$ cat src/rtl/fifo_wr_ctrl.sv
// FIFO write-side controller: write pointer, full/almost-full/fill status,
// zero-latency write strobe and a sticky overflow flag.
module fifo_wr_ctrl #(
  parameter int ADDR_WIDTH         = 5,
  parameter int ALMOST_FULL_THRESH = 30
) (
  input  logic                  i_clk,
  input  logic                  i_rst,
  input  logic                  i_flush,
  input  logic                  i_wr_req,
  input  logic [ADDR_WIDTH:0]   i_rd_address,
  output logic [ADDR_WIDTH:0]   o_wr_address,
  output logic [ADDR_WIDTH-1:0] o_mem_addr,
  output logic                  o_mem_wr_en,
  output logic                  o_full,
  output logic                  o_almost_full,
  output logic [ADDR_WIDTH:0]   o_fill_level,
  output logic                  o_overflow
);

  localparam int DEPTH = 1 << ADDR_WIDTH;
  // Threshold fits in ADDR_WIDTH+1 bits since it is at most DEPTH.
  localparam logic [ADDR_WIDTH:0] THRESH_V = (ADDR_WIDTH+1)'(ALMOST_FULL_THRESH);

  typedef enum logic {
    ST_OK  = 1'b0,
    ST_OVF = 1'b1
  } state_e;

  logic [ADDR_WIDTH:0] wr_ptr_q, wr_ptr_d;
  state_e              state_q, state_d;
  logic                full;
  logic                wr_en;
  logic [ADDR_WIDTH:0] fill;

  // Status derived combinationally from the current pointer pair. Full when
  // the wrap bits differ but the memory indices match.
  always_comb begin
    full  = (wr_ptr_q[ADDR_WIDTH] != i_rd_address[ADDR_WIDTH]) &&
            (wr_ptr_q[ADDR_WIDTH-1:0] == i_rd_address[ADDR_WIDTH-1:0]);
    fill  = wr_ptr_q - i_rd_address;
    // Reset gates the strobe so nothing reaches storage while it is held.
    wr_en = i_wr_req && !full && !i_flush && !i_rst;
  end

  // Next write pointer: flush snaps to the read pointer (empty), otherwise
  // advance on each accepted write; wraps naturally at 2*DEPTH.
  always_comb begin
    wr_ptr_d = wr_ptr_q;
    if (i_flush)
      wr_ptr_d = i_rd_address;
    else if (wr_en)
      wr_ptr_d = wr_ptr_q + 1'b1;
  end

  // Write pointer register.
  always_ff @(posedge i_clk or posedge i_rst) begin
    if (i_rst) wr_ptr_q <= '0;
    else       wr_ptr_q <= wr_ptr_d;
  end

  // Overflow FSM next state: a rejected request while full latches OVF;
  // only flush (or reset) returns to OK. Flush wins over a same-cycle request.
  always_comb begin
    state_d = state_q;
    case (state_q)
      ST_OK:   if (!i_flush && i_wr_req && full) state_d = ST_OVF;
      ST_OVF:  if (i_flush) state_d = ST_OK;
      default: state_d = ST_OK;
    endcase
  end

  // Overflow FSM state register.
  always_ff @(posedge i_clk or posedge i_rst) begin
    if (i_rst) state_q <= ST_OK;
    else       state_q <= state_d;
  end

  // Output mapping.
  always_comb begin
    o_wr_address  = wr_ptr_q;
    o_mem_addr    = wr_ptr_q[ADDR_WIDTH-1:0];
    o_mem_wr_en   = wr_en;
    o_full        = full;
    o_fill_level  = fill;
    o_almost_full = (fill >= THRESH_V);
    o_overflow    = (state_q == ST_OVF);
  end

  // DEPTH only documents the pointer range; keep it referenced.
  logic unused_depth;
  assign unused_depth = (DEPTH == 0);

endmodule

$ cat config.mk
export PLATFORM = sky130hd
export DESIGN_NAME = fifo_wr_ctrl
export DESIGN_NICKNAME = d
export VERILOG_FILES = /design/src/rtl/fifo_wr_ctrl.sv
export SDC_FILE = /design/constraint.sdc
export NUM_CORES = 1
export LEC_CHECK = 0
export ABC_AREA = 1
export BUFFER_PORTS_ARGS = -buffer_cell sky130_fd_sc_hd__buf_2
export CAP_MARGIN = 20
export CORE_MARGIN = 3
export CORE_UTILIZATION = 48
export DETAILED_ROUTE_END_ITERATION = 8
export PLACE_DENSITY_LB_ADDON = 0.25
export SYNTH_ARGS = -nofsm -noshare
export SYNTH_HDL_FRONTEND = slang
export SYNTH_SLANG_ARGS = --single-unit
$ cat constraint.sdc
create_clock -name i_clk -period 2.25 [get_ports i_clk]
set_input_delay 0.3375 -clock i_clk [delete_from_list [all_inputs] [get_ports i_clk]]
set_output_delay 0.3375 -clock i_clk [all_outputs]
set_load 0.02 [all_outputs]
==> summary.md <==
| Metric | Value |
|---|---|
| Maximum clock rate | 442 MHz |
| Die X | 47.6 µm |
| WL/cell | 10.7 µm |
| Standard-cell rows | 14 |
| Tcrit/Tclk final | 100% |
| Synth Area in Compound Gates | 7.69% |
| Clk Latency, worst-skew pair | 0.24 ns |
| Drt pass-1 iters | 4 |
| Post-route ant nets | 0 |
| TNS Setup | -0.0101 ns |
| DP Area | 962 µm² |
| Power, Total | 700 µW |
| Largest family of logic cells by synthesized area | simple AND/OR/NAND/NOR gates |
| Max cap viols | 0 |
| Hold crit path type | input port to async pin |
| Post-synth top area cell | dfrtp_1 |
| FILL cells | 163 |
| Largest net degree at the start of global routing | 10 |
| Yosys top cell area share | 21.1% |
| Crit-path max FO | 3 |
| # DRC | 0 |
| Routed wire length | 1.87 mm |
| Simple-Gate Fraction of Synth Area | 39.5% |
| Design area | 1030 µm² |
| Syn. warnings | 0 |
| Worst EP arrival | 1.92 ns |
| Mux cell area share after synthesis | 0% |
| RSZ-0062 raised after global routing | yes |
| Share of layout cells above drive strength 1 | 34.6% |
| Worst Skew | 0.00176 ns |
| Ant diodes | 0 |
| First-pass GRT wire length | 2.97 mm |
| Synthesized area per cell | 6.48 µm² |
| Io pins | 31 |
| Root buffer cell | clkbuf_4 |
| Nets | 177 |
| Core Footprint | 1560 µm² |
| Buffers from clock root to sink, at most | 2 |
| Worst Setup Start Kind | flip-flop |
| DIE AREA | 2260 µm² |
| DR vias/cell | 5.02 |
| Final Wtd Congestion | 0.831 |
| Clock period minus final worst setup slack | 2.26 ns |
| Xor-xnor portion of the synthesized cell area | 1.06% |
| CP Capture Type | primary output |
| Critical Path RT | 1.91 ns |
| Unique masters post-synth | 23 |
| # port buffers | 30 |
| Adder-cell share of the synthesized area | 11.5% |
| Vias in the first global route | 741 |
| Max Slew Vio Count | 0 |
| Remaining global-route overflow | 0 |
| P&R area growth vs syn | 23.7% |
| Slew HR | 79.2% |
| Setup ws final | -0.0101 ns |
| Crit path from | o_wr_address[0]$_DFFE_PP0P_ |
| Post-DP HPWL | 1.55 mm |
| DR iter-0 viols | 13 |
| CTS Buf Count | 3 |
| Mapped cell area | 830 µm² |
| Reg2reg start | o_wr_address[1]$_DFFE_PP0P_ |
| Leakage | 0.628 nW |
| PwrDens | 683 nW/µm² |
| Synthesized instance count | 128 |
| TritonCTS clock tree | built |
| Initial antenna violation count | 0 |
| Synthesized flop and latch total | 7 |
| Starting density of the core | 53.2% |
| Die height | 47.6 µm |
| Mapped Nets | 145 |
| Status | finished, violations left |
| H-tree Lvls | 1 |
| GRT Resource Usage Total | 18.5% |
| Peak VDD IR | 0.000496 V |
| Failing checks | negative setup slack |
| Sequential fraction of the synthesis area | 21.1% |
| Vias | 878 |
| Crit Path Class | flip-flop to primary output |
| Final Util | 65.8% |
| Clock slew at reported path FFs | 0.05 ns |
| Hold Fails Final Rpt | 0 |
| Sink Count | 7 |
| Final setup vio count | 1 |
| Synth area leaders | dfrtp_1 (21%), nand2_1 (18%), inv_1 (12%) |
| Slew @ Worst Pin | 0.312 ns |
## area by class of cell
| type | count | area [µm²] | share of cell area, % |
|---|---|---|---|
| inverter | 28 | 110 | 10.7 |
| sequential | 7 | 176 | 17.2 |
| timing repair buffer | 33 | 179 | 17.4 |
| clock buffer | 4 | 26.3 | 2.56 |
| multi-input combinational | 87 | 514 | 50.1 |
| tap | 16 | 20.0 | 1.95 |
## metal layers
| layer | vias to the layer above | global-route usage (%) | share of wire, % |
|---|---|---|---|
| met4 | 0 | 9.68 | 1.5 |
| met1 | 401 | 21.3 | 44 |
| li1 | 453 | - | - |
| met2 | 20 | 33.2 | 52 |
| met5 | - | 0 | 0 |
| met3 | 4 | 2.26 | 2.7 |
## logic make-up (layout without fill, tap and decap cells)
family,after synthesis,count (layout)
DFF,7,7
and+or+nand+nor,69,69
AOI/OAI and AO/OA,10,10
xor gates and xnor gates,1,1
buffers and inverters,34,65
adders and majority gates,7,7
## where the power goes
group	total (mW)	leakage, nW	switching, mW	internal, mW
Sequential	0.167	0.0866	0.0251	0.142
Clock	0.107	0.0150	0.0393	0.0672
Combinational	0.427	0.526	0.267	0.160
Total	0.700	0.628	0.331	0.369
## cells in the mapped netlist (all sizes together)
cell and n:
a21oi 2, buf 6, dfrtp 7, fa 1, ha 6, inv 28, nand2 44, nand3 16
nand3b 1, nand4 3, nor2 5, o21ai 7, o31ai 1, xnor2 1
## cell usage in the layout, fill, tap and decap left out
master    netlist  final
inv_1          26     24
a21oi_1         2      2
ha_4            0      1
buf_4           5      3
nand2_1        39     39
nand3_2         1      1
nand2_2         3      3
o21ai_0         4      3
dfrtp_1         7      6
o31ai_1         1      1
buf_2           0     29
nand3b_1        1      1
nand4_1         3      3
nand2_4         2      2
dfrtp_2         0      1
clkbuf_4        0      3
clkbuf_1        0      1
buf_6           1      1
nand3_1        15     15
nor2_1          3      3
inv_6           1      1
nor2_2          1      1
xnor2_1         1      1
o21ai_2         3      4
ha_1            6      5
inv_2           1      3
nor2_4          1      1
fa_2            0      1
## worst paths after layout
path | end | slack (ns) | depth (start not counted)
worst max-delay path | o_almost_full | -0.01 | 9
worst min-delay path | o_wr_address[5]$_DFFE_PP0P_ | 0.04 | 2
worst max register to register | o_wr_address[4]$_DFFE_PP0P_ | 0.68 | 8
worst min register to register | o_overflow$_DFF_PP0_ | 0.48 | 1
max in group asynchronous | o_wr_address[0]$_DFFE_PP0P_ | 1.99 | 2
min in group i_clk | o_wr_address[1]$_DFFE_PP0P_ | 0.36 | 3
## what timing repair did
action	4_1_cts	5_1_grt
pin swaps	0	3
endpoints found under the setup margin	2	3
setup buffers	1	1
hold buffers	0	0
gates resized for setup	3	5
## sequential cells by signal, indices dropped and copies added, names as in the netlist
| name | flops |
|---|---|
| o_wr_address | 6 |
| o_overflow | 1 |
## worst max-delay path, stage by stage, from the launching register on
cell	delay, ns
dfrtp_2	0.40
inv_2	0.07
ha_1	0.15
inv_2	0.05
fa_2	0.52
inv_1	0.04
nor2_1	0.08
nand3_1	0.09
o21ai_2	0.15
buf_6	0.13
## metrics by stage
step / instances / worst slack, ns / hold slack (ns)
floorplan: 128 / 0.0178 / 0.141
detailed placement: 169 / 0.117 / 0.306
finish: 175 / -0.0101 / 0.0404
global route: 175 / -0.133 / 0.0342
CTS: 174 / -0.0358 / 0.0384
global placement: 169 / 0.213 / 0.304
Power figures use the tool's default switching activity.
